`config.mk`:
```
export PLATFORM = sky130hd
export DESIGN_NAME = ram_p
export DESIGN_NICKNAME = d
export VERILOG_FILES = /design/src/rtl/ram_p_pkg.sv /design/src/rtl/ram_p.sv
export SDC_FILE = /design/constraint.sdc
export NUM_CORES = 2
export LEC_CHECK = 0
export BUFFER_PORTS_ARGS = -buffer_cell sky130_fd_sc_hd__buf_2
export CELL_PAD_IN_SITES_DETAIL_PLACEMENT = 1
export CELL_PAD_IN_SITES_GLOBAL_PLACEMENT = 1
export CORE_ASPECT_RATIO = 2
export CORE_MARGIN = 1
export CORE_UTILIZATION = 30
export CTS_CLUSTER_DIAMETER = 30
export DETAILED_ROUTE_END_ITERATION = 10
export PLACE_DENSITY_LB_ADDON = 0.1
export SLEW_MARGIN = 10
export SYNTH_ARGS = -nofsm -noshare
export SYNTH_HDL_FRONTEND = slang
export SYNTH_SLANG_ARGS = --single-unit
```
`constraint.sdc`:
```
create_clock -name clock -period 3.5 [get_ports clock]
set_input_delay 0.35 -clock clock [delete_from_list [all_inputs] [get_ports clock]]
set_output_delay 0.35 -clock clock [all_outputs]
set_load 0.01 [all_outputs]
```
`src/rtl/ram_p_pkg.sv`:
```
// rtl/ram_p_pkg.sv - default geometry for the ram_p storage block
package ram_p_pkg;

  localparam int RAM_P_ADDR_WIDTH = 8;
  localparam int RAM_P_DATA_WIDTH = 16;

endpackage

```
`src/rtl/ram_p.sv`:
```
// rtl/ram_p.sv - single-port synchronous RAM, write-first, registered read data
module ram_p
  import ram_p_pkg::*;
#(
  parameter int ADDR_WIDTH = RAM_P_ADDR_WIDTH,
  parameter int DATA_WIDTH = RAM_P_DATA_WIDTH
) (
  input  logic                  clock,
  input  logic                  reset,
  input  logic                  write_enable,
  input  logic [ADDR_WIDTH-1:0] address,
  input  logic [DATA_WIDTH-1:0] data_in,
  output logic [DATA_WIDTH-1:0] data_out
);

  localparam int DEPTH = 2 ** ADDR_WIDTH;

  logic [DATA_WIDTH-1:0] mem [0:DEPTH-1];

  // Reset only clears the output register; the array is never cleared so the
  // block still maps onto a block RAM with a registered output.
  always_ff @(posedge clock) begin
    if (reset) begin
      data_out <= '0;
    end else if (write_enable) begin
      mem[address] <= data_in;
      data_out     <= data_in;
    end else begin
      data_out <= mem[address];
    end
  end

endmodule

```
==> reports/metrics.yaml <==
ir_drop_uv: 342
synth-seq-cells: 4112
synthFlopType: "edfxtp_1"
cts_tree: "done"
drcViolationCount: 0
cp_top_family: "compound AO/OA/AOI/OAI gates"
max_freq_ghz: 0.293
cts_max_level: 6
die_h_mm: 1.03
cp.arrival_ns: 4.37
drtAntennaViolNets: 0
cts_root_buf: "clkbuf_16"
grt_pass1_wl_mm: 773
die-area_um2: 530000
avgSynthCellArea_um2: 22.3
routabilityCongestion: 0.806
drv_slew: 0
layout_common_cells: "4,096 x edfxtp_1, 971 x mux4_2, 746 x buf_4"
outcome: "completed"
grt-ovfl-total: 0
cpMostUsedCell: "buf_4"
globalRouteTotalUtil: 0.215
grt_pass1_vias: 88300
yosysSeqAreaShare: 0.779
cp_slowest_cell: "or2_2"
synth_nets: 7133
rr_worst_depth: 11
synth_cells: 7106
criticalPathCategory: "primary input to register"
slowest_delay_ns: 0.57
wirelength_mm: 570
die_w_um: 515
fin_setup_tns_ns: 0
setup_viol: 0
portBuffers: 42
wl_per_cell_um: 35.9
hold_path.class: "primary input to register"
antenna_found_initial: 32
drive_gt1_frac: 0.379
grt_max_degree: 105
cts_sinks: 4112
stdcell_count: 15900
num_rows: 376
clock_skew_ns: 0.0672
mostFrequentLayoutCell: "edfxtp_1"
drtPass1Iterations: 7
required_ns: 4.46
clk_path_buf_depth: 5
dp_cells: 14800
worst_pin_slew_ns: 1.25
start_util: 0.302
path_clk_slew_ns: 0.06
hold_depth: 5
cp.buffers_inverters: 5
dpl.hpwl_mm: 377
crit_cells: 12
period_share: 0.976
power.density_nw_per_um2: 614
yosys_warnings: 0
drtIter0Drc: 6214
slew_headroom: 0.163
viasPerCell: 5.02
coreArea_um2: 525000
cts-buffers-inserted: 612
syn_area_um2: 158000
vias: 79800
utilization: 0.378
crit_chain: "dlygate4sd3_1 -> buf_4 -> or2_2 -> nor2_1 -> buf_4 -> a221oi_1 -> buf_4 -> o221ai_1 -> buf_4 -> o311ai_1 -> o211ai_1 -> a41oi_1"
rsz0062_at_grt: "no"
crit_path_end_kind: "register"
cp_max_fo: 9
setup.worst_path.start_class: "primary input"
leakagePower_nw: 63.5
post-route-min-period_ns: 3.41
maxCapViolations: 0
p_total_w: 0.122
hold_viol_final: 0
area_growth_pct: 25.4
synth_cell_types: 62
ys_async_sr_fraction: 0
synth_edf_count: 4096
insertion_delay_ns: 1.05
cts_setup_buffers: 0
num-nets-final: 8461
ioPinCount: 43
==> flip-flops by register name, summed over array words and instances (netlist names) <==
signal / flops
data_out: 16
mem: 4096
==> cells in the mapped netlist, types with 4 or more instances <==
| cell type | number | area, um2 |
|---|---|---|
| o2111ai_1 | 7 | 61.3 |
| nor3_1 | 53 | 265 |
| o211ai_1 | 21 | 158 |
| dfxtp_1 | 16 | 320 |
| a31o_2 | 7 | 61.3 |
| o22ai_1 | 116 | 726 |
| o311a_1 | 4 | 40.0 |
| o41ai_1 | 8 | 70.1 |
| inv_1 | 4 | 15.0 |
| buf_6 | 42 | 473 |
| a2111oi_0 | 17 | 149 |
| a311oi_1 | 12 | 105 |
| nand3b_1 | 5 | 37.5 |
| a31oi_1 | 38 | 238 |
| o22a_1 | 9 | 78.8 |
| a41oi_1 | 7 | 61.3 |
| buf_4 | 92 | 691 |
| o21ai_0 | 114 | 571 |
| mux4_2 | 971 | 21900 |
| nor4_1 | 6 | 37.5 |
| a32oi_1 | 14 | 123 |
| o221ai_1 | 22 | 193 |
| buf_1 | 19 | 71.3 |
| a21oi_1 | 64 | 320 |
| clkbuf_1 | 142 | 533 |
| o21a_1 | 9 | 67.6 |
| buf_2 | 120 | 601 |
| a21o_1 | 5 | 37.5 |
| or3b_2 | 4 | 35.0 |
| nand3_1 | 68 | 340 |
| and3_1 | 13 | 81.3 |
| mux2_2 | 59 | 664 |
| nand2b_1 | 6 | 37.5 |
| nor2b_1 | 20 | 125 |
| a22oi_1 | 40 | 300 |
| a211oi_1 | 21 | 158 |
| a221oi_1 | 14 | 123 |
| nand2_1 | 192 | 721 |
| edfxtp_1 | 4096 | 123000 |
| nor2_1 | 257 | 965 |
| o32ai_1 | 6 | 52.6 |
| buf_8 | 5 | 75.1 |
| mux2i_1 | 322 | 3220 |
| a311o_1 | 8 | 80.1 |
==> through the flow <==
stage / area, um2 / hold WS [ns] / worst slack, ns
finish: 198000 / 0.230 / 0.0854
global route: 198000 / 0.244 / 0.0942
CTS: 198000 / 0.186 / 0.104
detailed placement: 178000 / 0.797 / -0.747
global placement: 178000 / 0.794 / -0.856
floorplan: 158000 / 0.449 / -0.113
==> worst paths after layout <==
kind                     from            to  slack, ns
setup / recovery   address[2]  data_out[12]       0.09
hold / removal     address[4]   data_out[1]       0.23
setup reg to reg   mem[33][0]   data_out[0]       0.12
hold reg to reg   mem[116][9]   data_out[9]       1.11
==> layer usage <==
layer / GRT usage / vias to the layer above / part of all wire
li1: - / 33000 / -
met1: 0.232 / 44300 / 0.36
met2: 0.417 / 1735 / 0.57
met3: 0.0250 / 786 / 0.030
met4: 0.0921 / 8 / 0.041
met5: 0 / - / 0.000093
==> kinds of logic (layout without fill, tap and decap cells) <==
| logic type | Yosys count | count (layout) | share of synthesized area |
|---|---|---|---|
| multiplexers | 1352 | 1352 | 0.163 |
| other | 0 | 27 | 0 |
| AND/OR/NAND/NOR | 638 | 638 | 0.0174 |
| AO/OA/AOI/OAI | 577 | 577 | 0.0247 |
| buffers and inverters | 427 | 2208 | 0.0156 |
| flip-flops | 4112 | 4112 | 0.779 |
==> area by class of cell <==
class | count | area (um2)
antenna | 27 | 67.6
clock buffer | 691 | 16000
clock inverter | 376 | 4080
fill | 49800 | 326000
inverter | 7 | 33.8
multi-input combinational | 2567 | 33300
sequential | 4112 | 123000
tap | 6993 | 8750
timing repair buffer | 1134 | 12800
==> report_power, final <==
part | switching [W] | internal [W]
registers | 0.0000626 | 0.0542
clock network | 0.0232 | 0.0379
logic | 0.00414 | 0.00233
==> worst register-to-register path, stage by stage, from the launching register on <==
cell,delay (ns)
edfxtp_1,0.33
mux4_2,0.23
mux2i_1,0.11
a22oi_1,0.59
buf_4,0.22
o21ai_0,0.27
buf_4,0.27
a211oi_1,0.47
buf_4,0.27
a311oi_1,0.07
buf_4,0.17
o41ai_1,0.32
==> what timing repair did <==
action	4_1_cts	5_1_grt
hold buffers	18	0
hold endpoints to repair	782	0
gates resized for setup	0	0
Power figures use the tool's default switching activity.
